===== config.mk =====
export PLATFORM = sky130hd
export DESIGN_NAME = mmio_uart_ctrl
export DESIGN_NICKNAME = d
export VERILOG_FILES = /design/src/rtl/mmio_pkg.sv /design/src/rtl/sync_fifo.sv /design/src/rtl/mmio_uart_ctrl.sv
export SDC_FILE = /design/constraint.sdc
export NUM_CORES = 1
export LEC_CHECK = 0
export BUFFER_PORTS_ARGS = -buffer_cell sky130_fd_sc_hd__buf_2
export CORE_ASPECT_RATIO = 0.75
export CORE_UTILIZATION = 63
export CTS_CLUSTER_SIZE = 16
export DETAILED_ROUTE_END_ITERATION = 10
export PLACE_DENSITY = 0.85
export SETUP_SLACK_MARGIN = 0.15
export SYNTH_ARGS = -nofsm -noshare
export SYNTH_HDL_FRONTEND = slang
export SYNTH_SLANG_ARGS = --single-unit

===== constraint.sdc =====
create_clock -name clk -period 6.3 [get_ports clk]
set_input_delay 0.945 -clock clk [delete_from_list [all_inputs] [get_ports clk]]
set_output_delay 0.945 -clock clk [all_outputs]
set_load 0.05 [all_outputs]

===== src/rtl/mmio_pkg.sv =====
// Shared definitions for the memory-mapped UART controller.
// Holds the register offsets relative to the IO window base, the STATUS
// register bit positions and the canonical NOP encoding (addi x0,x0,0).
package mmio_pkg;

    localparam logic [31:0] OFF_STATUS     = 32'h00;
    localparam logic [31:0] OFF_RX_DATA    = 32'h04;
    localparam logic [31:0] OFF_TX_DATA    = 32'h08;
    localparam logic [31:0] OFF_LEVELS     = 32'h0C;
    localparam logic [31:0] OFF_CYCLE      = 32'h10;
    localparam logic [31:0] OFF_INSTR      = 32'h14;
    localparam logic [31:0] OFF_CNT_CLR    = 32'h18;
    localparam logic [31:0] OFF_STATUS_CLR = 32'h1C;

    localparam int unsigned ST_TX_NOT_FULL  = 0;
    localparam int unsigned ST_RX_NOT_EMPTY = 1;
    localparam int unsigned ST_TX_EMPTY     = 2;
    localparam int unsigned ST_TX_DROP      = 3;

    localparam logic [31:0] NOP_INSN = 32'h0000_0013;

endpackage


===== src/rtl/sync_fifo.sv =====
// Synchronous FIFO with fall-through head.
// Ports:
//   clk, rst       - clock, synchronous active-high reset (pointers/count only)
//   push, din      - write request and data; ignored while full
//   pop            - read request; ignored while empty
//   dout           - current head entry (valid while !empty)
//   full, empty    - occupancy flags
//   count          - number of stored entries, 0..DEPTH
// DEPTH must be a power of two so the pointers wrap naturally.
module sync_fifo #(
    parameter int WIDTH = 8,
    parameter int DEPTH = 8
) (
    input  logic                     clk,
    input  logic                     rst,
    input  logic                     push,
    input  logic [WIDTH-1:0]         din,
    input  logic                     pop,
    output logic [WIDTH-1:0]         dout,
    output logic                     full,
    output logic                     empty,
    output logic [$clog2(DEPTH):0]   count
);

    localparam int AW = $clog2(DEPTH);
    localparam logic [AW:0] FULL_CNT = (AW+1)'(DEPTH);

    logic [WIDTH-1:0] mem [DEPTH];
    logic [AW-1:0]    wr_ptr;
    logic [AW-1:0]    rd_ptr;
    logic             do_push;
    logic             do_pop;

    // A push while full is dropped even if a pop happens in the same cycle.
    assign full    = (count == FULL_CNT);
    assign empty   = (count == '0);
    assign do_push = push && !full;
    assign do_pop  = pop && !empty;
    assign dout    = mem[rd_ptr];

    always_ff @(posedge clk) begin
        if (rst) begin
            wr_ptr <= '0;
            rd_ptr <= '0;
            count  <= '0;
        end else begin
            if (do_push) wr_ptr <= wr_ptr + 1'b1;
            if (do_pop)  rd_ptr <= rd_ptr + 1'b1;
            case ({do_push, do_pop})
                2'b10:   count <= count + 1'b1;
                2'b01:   count <= count - 1'b1;
                default: count <= count;
            endcase
        end
    end

    // Storage is data only; stale entries are unreachable once pointers reset.
    always_ff @(posedge clk) begin
        if (do_push) mem[wr_ptr] <= din;
    end

endmodule


===== src/rtl/mmio_uart_ctrl.sv =====
// Memory-mapped IO controller between the CPU data path and the UART core.
// Ports:
//   clk, rst              - CPU clock, synchronous active-high reset
//   addr, wdata           - CPU byte address (word aligned) and store data
//   rd_en, wr_en          - load / store strobes for this cycle
//   inst_valid, inst_is_nop - retirement info for the instruction counter
//   rdata                 - registered load data (one-cycle latency)
//   rx_data/valid/ready   - receiver byte stream into the RX FIFO
//   tx_data/valid/ready   - transmitter byte stream out of the TX FIFO
// Registers: STATUS, RX_DATA, TX_DATA, LEVELS, CYCLE, INSTR, CNT_CLR,
// STATUS_CLR at BASE_ADDR + 0x00..0x1C; other addresses read as zero.
module mmio_uart_ctrl import mmio_pkg::*; #(
    parameter logic [31:0] BASE_ADDR  = 32'h8000_0000,
    parameter int          FIFO_DEPTH = 8,
    parameter int          CNT_W      = 32
) (
    input  logic        clk,
    input  logic        rst,
    input  logic [31:0] addr,
    input  logic [31:0] wdata,
    input  logic        rd_en,
    input  logic        wr_en,
    input  logic        inst_valid,
    input  logic        inst_is_nop,
    output logic [31:0] rdata,
    input  logic [7:0]  rx_data,
    input  logic        rx_valid,
    output logic        rx_ready,
    output logic [7:0]  tx_data,
    output logic        tx_valid,
    input  logic        tx_ready
);

    localparam int LW = $clog2(FIFO_DEPTH) + 1;

    logic [31:0]      off;
    logic             rd_rx;
    logic             wr_tx;
    logic             wr_cnt_clr;
    logic             wr_st_clr;
    logic [7:0]       rx_dout;
    logic             rx_full;
    logic             rx_empty;
    logic [LW-1:0]    rx_count;
    logic             tx_full;
    logic             tx_empty;
    logic [LW-1:0]    tx_count;
    logic             tx_drop;
    logic [CNT_W-1:0] cycle_cnt;
    logic [CNT_W-1:0] cycle_nxt;
    logic [CNT_W-1:0] instr_cnt;
    logic [CNT_W-1:0] instr_nxt;
    logic [31:0]      status;
    logic [31:0]      rd_mux;
    logic             unused_wdata;

    // Offset from the window base; an exact offset match is a register hit.
    assign off        = addr - BASE_ADDR;
    assign rd_rx      = rd_en && (off == OFF_RX_DATA);
    assign wr_tx      = wr_en && (off == OFF_TX_DATA);
    assign wr_cnt_clr = wr_en && (off == OFF_CNT_CLR);
    assign wr_st_clr  = wr_en && (off == OFF_STATUS_CLR);
    assign unused_wdata = ^wdata[31:8];

    assign rx_ready = !rx_full;
    assign tx_valid = !tx_empty;

    sync_fifo #(.WIDTH(8), .DEPTH(FIFO_DEPTH)) RX_FIFO (
        .clk   (clk),
        .rst   (rst),
        .push  (rx_valid && rx_ready),
        .din   (rx_data),
        .pop   (rd_rx),
        .dout  (rx_dout),
        .full  (rx_full),
        .empty (rx_empty),
        .count (rx_count)
    );

    sync_fifo #(.WIDTH(8), .DEPTH(FIFO_DEPTH)) TX_FIFO (
        .clk   (clk),
        .rst   (rst),
        .push  (wr_tx),
        .din   (wdata[7:0]),
        .pop   (tx_valid && tx_ready),
        .dout  (tx_data),
        .full  (tx_full),
        .empty (tx_empty),
        .count (tx_count)
    );

    // A store to a full TX FIFO marks the loss; the loss wins over a clear.
    always_ff @(posedge clk) begin
        if (rst)                                   tx_drop <= 1'b0;
        else if (wr_tx && tx_full)                 tx_drop <= 1'b1;
        else if (wr_st_clr && wdata[ST_TX_DROP])   tx_drop <= 1'b0;
    end

    // CNT_CLR has priority over both the free-running and retire increments.
    assign cycle_nxt = wr_cnt_clr ? '0 : cycle_cnt + 1'b1;
    assign instr_nxt = wr_cnt_clr ? '0 :
                       (inst_valid && !inst_is_nop) ? instr_cnt + 1'b1 : instr_cnt;

    always_ff @(posedge clk) begin
        if (rst) begin
            cycle_cnt <= '0;
            instr_cnt <= '0;
        end else begin
            cycle_cnt <= cycle_nxt;
            instr_cnt <= instr_nxt;
        end
    end

    always_comb begin
        status                  = '0;
        status[ST_TX_NOT_FULL]  = !tx_full;
        status[ST_RX_NOT_EMPTY] = !rx_empty;
        status[ST_TX_EMPTY]     = tx_empty;
        status[ST_TX_DROP]      = tx_drop;
    end

    // Counter reads return the value the counter takes at this edge, so a
    // load one cycle after a clear observes 1.
    always_comb begin
        rd_mux = '0;
        case (off)
            OFF_STATUS:  rd_mux = status;
            OFF_RX_DATA: rd_mux = rx_empty ? 32'h0 : {24'h0, rx_dout};
            OFF_LEVELS:  rd_mux = {16'h0, 8'(tx_count), 8'(rx_count)};
            OFF_CYCLE:   rd_mux = 32'(cycle_nxt);
            OFF_INSTR:   rd_mux = 32'(instr_nxt);
            default:     rd_mux = '0;
        endcase
    end

    always_ff @(posedge clk) begin
        if (rst)        rdata <= '0;
        else if (rd_en) rdata <= rd_mux;
    end

endmodule

==> key figures, run 1 <==
Status
  – Status: completed

Power
  – Sequential Power Share: between 50% and 60%
  – Switching share of power: between 20% and 30%
  – P_int: between 0.002 and 0.003 W
  – Power share of the clock group: a little over two fifths
  – Pwr/cell area: around 270 nW/um^2
  – Leak Pwr: around 4.2 nW
  – Comb power frac: under 10%
  – NetSw: 0.000670 W
  – VDD IR max: about 0.00019 V

Clocking
  – Setup Fix Bufs, Post-CTS: 0
  – CTS Root Cell: clkbuf_16
  – H-tree Lvls: 1
  – Total clock sinks: approximately 250
  – CTS max path bufs: 3
  – Clk slew on worst S/H paths: ~0.060 ns
  – Skew-Pair Late Insertion Delay: 0.52 ns
  – Resize count post-CTS: 0
  – Hold_buf cts: 0
  – Number of buffers created by CTS: 24
  – CTS tree: done

Floorplanning
  – IO Pins: approximately 120
  – Starting density of the core: around two thirds
  – Chip width: approximately 150 um
  – Die area: about 17000 um^2
  – Core footprint: around 16000 um^2
  – Die H: 114 um
  – Row count: 40

Route
  – # DRC: 0
  – DR vias/cell: 6.25
  – Drt pass-1 iters: 6
  – DR WL/cell: 19.9 um
  – Iteration-0 DRC Markers: 829
  – WL final: around 24000 um
  – Vias: around 7400
  – Post-DRT Antenna Nets: 0

Worst setup path
  – Worst Setup End Kind: flop
  – Cells along the critical path: buf_2, nor4b_2, nand4_2, nor4_1, inv_1, ha_1, xor2_1, ha_1, a21oi_1, xor2_1, or3_1, a21oi_1
  – Worst Path Required: between 6 and 7 ns
  – R2R Path End: RX_FIFO.count[2]
  – Worst path bufs/invs: 2
  – CP peak stage delay: ~0.9 ns
  – CP top delay family: simple AND/OR/NAND/NOR gates
  – Maximum fanout along the worst path: 9
  – Register-to-register setup slack: around 2.7 ns
  – Arrival time worst endpoint: around 4.3 ns
  – CP Depth: 12
  – Crit path kind: in2reg
  – Worst r2r path cells: 11
  – Critical Path Start Type: input pin
  – Reg2reg start: RX_FIFO.count[0]
  – Critical-path top delay cell: nor4_1

Placed design
  – Placed insts: about 1100
  – Pre-CTS WS: between 1.5 and 2 ns
  – Gpl congestion: 0.865
  – Port Buf Inserts: 97
  – Placed Area: between 10000 and 15000 um^2
  – Detailed placement HPWL: 15900 um

Min path
  – HP Class: reg2reg
  – Hold path endpoint: rdata[6]
  – Hold Path Depth: 2
  – Min-delay src: rdata[6]

Layout
  – Design area: 12000 um^2
  – P&R area growth vs syn: 13.5%
  – Utilization after layout: between 70% and 80%
  – Share of layout cells above drive strength 1: about a fifth
  – Most frequent cells in the layout: edfxtp_1, dfxtp_1, nor2_1
  – Final non-filler cell total: around 1200
  – Commonest non-fill, non-tap cell in the layout: edfxtp_1
  – Final #Nets: between 1000 and 1500

Synthesis
  – EDFF count, synth: around 130
  – Synth area leader: edfxtp_1
  – FFs w/ async S/R, synth: 0%
  – Flops & latches, synth: roughly 250
  – Synth Area per Inst: about 12 um^2
  – Top area cells in the synthesized netlist: edfxtp_1, dfxtp_1, mux4_2, xor2_1, nor2_1
  – Synth Flop Type: edfxtp_1
  – Distinct cells, synth: 66
  – Register area share after synthesis: 59.4%
  – Mapped cell area: about 11000 um^2
  – Post-Syn Nets: about 950
  – Synth top area share: between 30 and 40%
  – Synth Instances: around 860
  – Yosys warning count: 0

STA
  – RSZ-0062 raised after global routing: no
  – Final TNS setup: 0 ns
  – Final Hold Vio Count: 0
  – Final min period: just under 4 ns
  – Final WS setup: between 2 and 2.5 ns
  – Slew @ Worst Pin: between 1 and 1.5 ns
  – Final setup vio count: 0
  – Fmax: ~260 MHz
  – Post-Route Skew: ~0.0082 ns
  – Period utilization: between 60% and 70%
  – Fin. max-slew vios: 0
  – Relative slew slack: between 20% and 30%

Job
  – Max cap viols: 0

Global routing
  – Number of global-route vias before repair: 7003
  – Largest net degree at the start of global routing: 65
  – Initial antenna violation count: 1
  – Gr usage total: 27.7%
  – Global route overflow: 0
  – First-pass GRT wire length: 37600 um
[layer usage]
| layer | routed length (um) | global-route usage [%] | vias up |
|---|---|---|---|
| li1 | - | - | 3392 |
| met1 | 10200 | 39.1 | 3571 |
| met2 | 10800 | 44.6 | 362 |
| met3 | 1970 | 4.66 | 52 |
| met4 | 518 | 8.00 | 0 |
| met5 | 0 | 0 | - |
[cells in the mapped netlist (all sizes together), types with 15 or more instances]
cell type / count
edfxtp: 128
nor3: 25
xor2: 43
nand4: 20
nand2: 48
clkbuf: 25
xnor2: 30
mux4: 32
nor2b: 17
nor4: 15
o22ai: 16
dfxtp: 123
nand3: 33
o21ai: 18
nor2: 101
[power groups by stage]
stage	Sequential (W)	Combinational, W	Clock [W]
2_1_floorplan	0.00178	0.0000518	0
3_3_place_gp	0.00178	0.0000966	0
3_5_place_dp	0.00178	0.000101	0
4_1_cts	0.00174	0.000102	0.00142
5_1_grt	0.00174	0.000112	0.00149
6_report	0.00174	0.000103	0.00142
[logic make-up (layout without fill, tap and decap cells)]
logic type	Yosys count	in the layout	synth area share, %
other	0	1	0
AND/OR/NAND/NOR	319	319	15.7
adder cells (fa/ha/maj)	12	12	1.41
XOR/XNOR	73	73	6.02
buffers and inverters	49	160	1.82
AO/OA/AOI/OAI	101	101	6.64
multiplexers	54	54	8.97
flip-flops	251	251	59.4
[final cells by class]
class                           instances  area (um^2)
Sequential cell                       251         6310
Multi-Input combinational cell        559         4120
Clock inverter                          9         87.6
Antenna cell                            1         2.50
Clock buffer                           35          683
Timing Repair Buffer                  105          546
Tap cell                              210          263
Inverter                               11         41.3
Fill cell                            1030         4170
[worst max-delay path by stage]
stage / start / end / slack, ns
floorplan: addr[21] / TX_FIFO.count[2] / 2.76
detailed placement: addr[20] / TX_FIFO.count[2] / 1.99
global placement: addr[27] / TX_FIFO.count[2] / 2.18
global route: addr[20] / TX_FIFO.count[2] / 2.25
CTS: addr[27] / TX_FIFO.count[2] / 2.51
finish: addr[27] / TX_FIFO.count[2] / 2.43
[worst min-delay path, stage by stage (launching register included)]
cell	delay, ns
dfxtp_1	0.32
nand2_1	0.05
nand3_1	0.05
[registers in the layout, summed over array words and instances, names as in the netlist, named ones only]
name,flops
rdata,32
tx_drop,1
instr_cnt,32
RX_FIFO.count,4
RX_FIFO.wr_ptr,3
cycle_cnt,32
TX_FIFO.wr_ptr,3
TX_FIFO.count,4
TX_FIFO.mem,64
RX_FIFO.rd_ptr,3
TX_FIFO.rd_ptr,3
RX_FIFO.mem,64
[metrics by stage]
step / hold WS [ns] / total power [W]
4_1_cts: 0.458 / 0.00327
2_1_floorplan: 0.430 / 0.00183
5_1_grt: 0.493 / 0.00335
3_3_place_gp: 0.434 / 0.00187
3_5_place_dp: 0.444 / 0.00188
6_report: 0.451 / 0.00327
No activity file was read; power rests on OpenSTA's default activity.
==> run 2: changes to the inputs <==
Settings changed: ABC_AREA set to 1, CORE_UTILIZATION 63 to 54, PLACE_DENSITY 0.85 to 0.77.
Clock period 6.3 ns to 3.2 ns, I/O delays scaled along.
==> run 2 against run 1 <==
Power up 140%. Clock power is 120% higher. Clock skew increased by 0.00082 ns. Synthesized cell count grew 73%. Die area up 32%. Synthesized area up 14%. Core utilization shrank 10 points. Count of clock-buffer cells in the layout shrank 7. Highest routed layer unchanged.
==> key figures, run 2 <==
Worst setup path
  – R2R Path End: RX_FIFO.count[3]
  – CP peak stage delay: approximately 0.42 ns
  – Worst r2r path cells: 11
  – Reg2reg start: RX_FIFO.count[2]
  – Cells along the critical path: inv_1, o21ai_0, o22ai_1, nor2_1, a31oi_1, buf_2
  – Critical Path Start Type: flop
  – Crit path kind: reg2out
  – Critical-path top delay cell: dfxtp_2
  – Register-to-register setup slack: approximately 0.9 ns
  – Maximum fanout along the worst path: 17
  – Arrival time worst endpoint: 2.31 ns
  – Worst Setup End Kind: primary output
  – Worst Path Required: ~2.7 ns

STA
  – Relative slew slack: between 30% and 40%
  – Final TNS setup: 0 ns
  – Final WS setup: 0.413 ns
  – RSZ-0062 raised after global routing: no
  – Slew @ Worst Pin: 0.962 ns
  – Final setup vio count: 0
  – Fin. max-slew vios: 0
  – Period utilization: 87.1%
  – Final Hold Vio Count: 0
  – Final min period: 2.79 ns
  – Post-Route Skew: roughly 0.0090 ns
  – Fmax: ~360 MHz

Floorplanning
  – IO Pins: around 120
  – Die H: 131 um
  – Chip width: ~170 um
  – Core footprint: approximately 22000 um^2
  – Row count: 46
  – Die area: roughly 23000 um^2
  – Starting density of the core: ~56%

Global routing
  – Initial antenna violation count: 1
  – Global route overflow: 0
  – First-pass GRT wire length: 47700 um
  – Gr usage total: 26.1%
  – Largest net degree at the start of global routing: 65
  – Number of global-route vias before repair: 9432

Route
  – Vias: a little over 10000
  – DR vias/cell: around 5.5
  – WL final: between 30000 and 40000 um
  – Iteration-0 DRC Markers: about 1000
  – # DRC: 0
  – Post-DRT Antenna Nets: 0
  – Drt pass-1 iters: 5
  – DR WL/cell: roughly 16 um

Synthesis
  – Post-synthesis mux area share: 0%
  – Synth top cells by count: nand2_1, nor2_1, edfxtp_1, inv_1, dfxtp_1
  – Post-Syn Nets: ~1600
  – EDFF count, synth: around 130
  – Main combinational cell family by area after synthesis: simple AND/OR/NAND/NOR gates
  – Count leader, synth: nand2_1
  – Synth Instances: roughly 1500
  – Synth Area per Inst: roughly 8.1 um^2
  – Compound-Gate Fraction of Synth Area: approximately 8.2%
  – Mapped cell area: approximately 12000 um^2
  – Top area cells in the synthesized netlist: edfxtp_1, dfxtp_1, nand2_1, nor2_1, nand3_1
  – Synth Area in XOR/XNOR: roughly 2.3%
  – Synth Flop Type: edfxtp_1
  – Flops & latches, synth: between 200 and 300
  – Synth area leader: edfxtp_1
  – Distinct cells, synth: 43
  – Yosys warning count: 0
  – FFs w/ async S/R, synth: 0%
  – Post-Synth Adder-Cell Area: 1.25%
  – Register area share after synthesis: 52.3%
  – Post-synthesis simple-gate area fraction: approximately 30%
  – Synth top area share: a little under a third

Clocking
  – CTS tree: done
  – H-tree Lvls: 1
  – CTS max path bufs: 3
  – Total clock sinks: approximately 250
  – CTS Root Cell: clkbuf_16
  – Number of buffers created by CTS: 25
  – Hold_buf cts: 0
  – Clk slew on worst S/H paths: 0.06 ns
  – Skew-Pair Late Insertion Delay: 0.52 ns

Min path
  – Hold Path Depth: 1
  – Hold path endpoint: RX_FIFO.mem[4][7]
  – HP Class: in2reg
  – Min-delay src: rx_data[7]

Job
  – Max cap viols: 0

Layout
  – Final #Nets: about 1700
  – Commonest non-fill, non-tap cell in the layout: nand2_1
  – Largest registers: RX_FIFO.mem: 64 flops, TX_FIFO.mem: 64 flops
  – Most frequent cells in the layout: nand2_1, nor2_1, edfxtp_1, inv_1, dfxtp_1
  – Share of layout cells above drive strength 1: 13.0%
  – P&R area growth vs syn: 14.0%

Power
  – Comb power frac: between 10% and 20%
  – Pwr/cell area: 571 nW/um^2
  – P_int: around 0.0057 W
  – NetSw: roughly 0.0022 W
  – Switching share of power: between 20% and 30%
  – Power share of the clock group: approximately 40%
  – Sequential Power Share: between 40 and 50%
  – VDD IR max: around 0.00035 V
  – Power Total: approximately 0.0078 W
  – Leak Pwr: between 5 and 6 nW

Placed design
  – Gpl congestion: between 0.8 and 0.9
  – Port Buf Inserts: just under 100
  – Detailed placement HPWL: 21100 um
  – Pre-CTS WS: slightly above 0.3 ns

Status
  – Status: completed
==> run 2: cell count changes in the layout (fill, tap and decap cells not counted), sizes merged, moves of 18 or more <==
cell	previous run	this run
o21ai	18	94
inv	11	132
a21oi	14	47
nand3	33	122
xnor2	30	11
nand2	48	329
buf	105	123
nor2	101	308
mux4	32	0
xor2	43	21
==> run 2: critical path: cells and delay by family (launching register included) <==
| kind | cells | cell delay (ns) |
|---|---|---|
| buffers and inverters | 2 | 0.73 |
| AO/OA/AOI/OAI | 3 | 0.58 |
| flip-flops | 1 | 0.42 |
| AND/OR/NAND/NOR | 1 | 0.05 |
==> run 2: how the worst max path moves through the flow <==
stage | from | to | slack [ns] | depth (start not counted)
after global placement | addr[8] | RX_FIFO.count[3] | 0.39 | 17
after CTS | flop | tx_data[3] | 0.20 | 5
after floorplan | addr[8] | TX_FIFO.mem[1][0] | 0.78 | 11
final | flop | tx_data[4] | 0.41 | 6
after detailed placement | addr[9] | RX_FIFO.count[3] | 0.31 | 17
after global routing | flop | tx_data[4] | 0.27 | 6
==> run 2: cell type report <==
class / count / area, um^2
fill: 1790 / 7780
sequential: 251 / 6310
multi-input combinational: 1058 / 5020
timing repair buffer: 123 / 681
clock buffer: 28 / 637
inverter: 133 / 502
tap: 288 / 360
clock inverter: 16 / 230
antenna: 1 / 2.50
==> run 2: layer usage <==
metal  track usage, %  vias up  wire, um  share of wire (%)
met2             39.2      378     12900                 43
met5                0        -         0                  0
met4             5.70        0       521                1.7
met3             4.40       36      2630                8.8
met1             39.3     4807     14000                 47
li1                 -     5148         -                  -
==> run 2: kinds of logic after synthesis <==
kind of cell             count (synthesis)
AO/OA/AOI/OAI                          182
XOR/XNOR                                32
adder cells (fa/ha/maj)                 12
buffers and inverters                  180
flip-flops                             251
AND/OR/NAND/NOR                        832
==> run 2: power by group through the flow <==
stage	combinational, W	sequential (W)	clock (W)
5_1_grt	0.00130	0.00354	0.00328
6_report	0.00119	0.00353	0.00313
3_5_place_dp	0.00118	0.00360	0
2_1_floorplan	0.000868	0.00357	0
4_1_cts	0.00119	0.00353	0.00314
3_3_place_gp	0.00115	0.00359	0
==> run 2: what timing repair did <==
item,4_1_cts,5_1_grt
buffers inserted,0,0
resized for setup,0,1
endpoints found under the setup margin,0,3
endpoints found under the hold margin,0,0
==> run 2: through the flow <==
stage	std cells	instance area [um^2]	hold WS, ns	utilization, %
3_3_place_gp	1853	12900	0.452	59.8
2_1_floorplan	1489	12100	0.433	-
5_1_grt	1898	13700	0.225	63.8
6_report	1898	13700	0.220	63.8
4_1_cts	1897	13700	0.211	63.8
3_5_place_dp	1853	12900	0.454	59.8
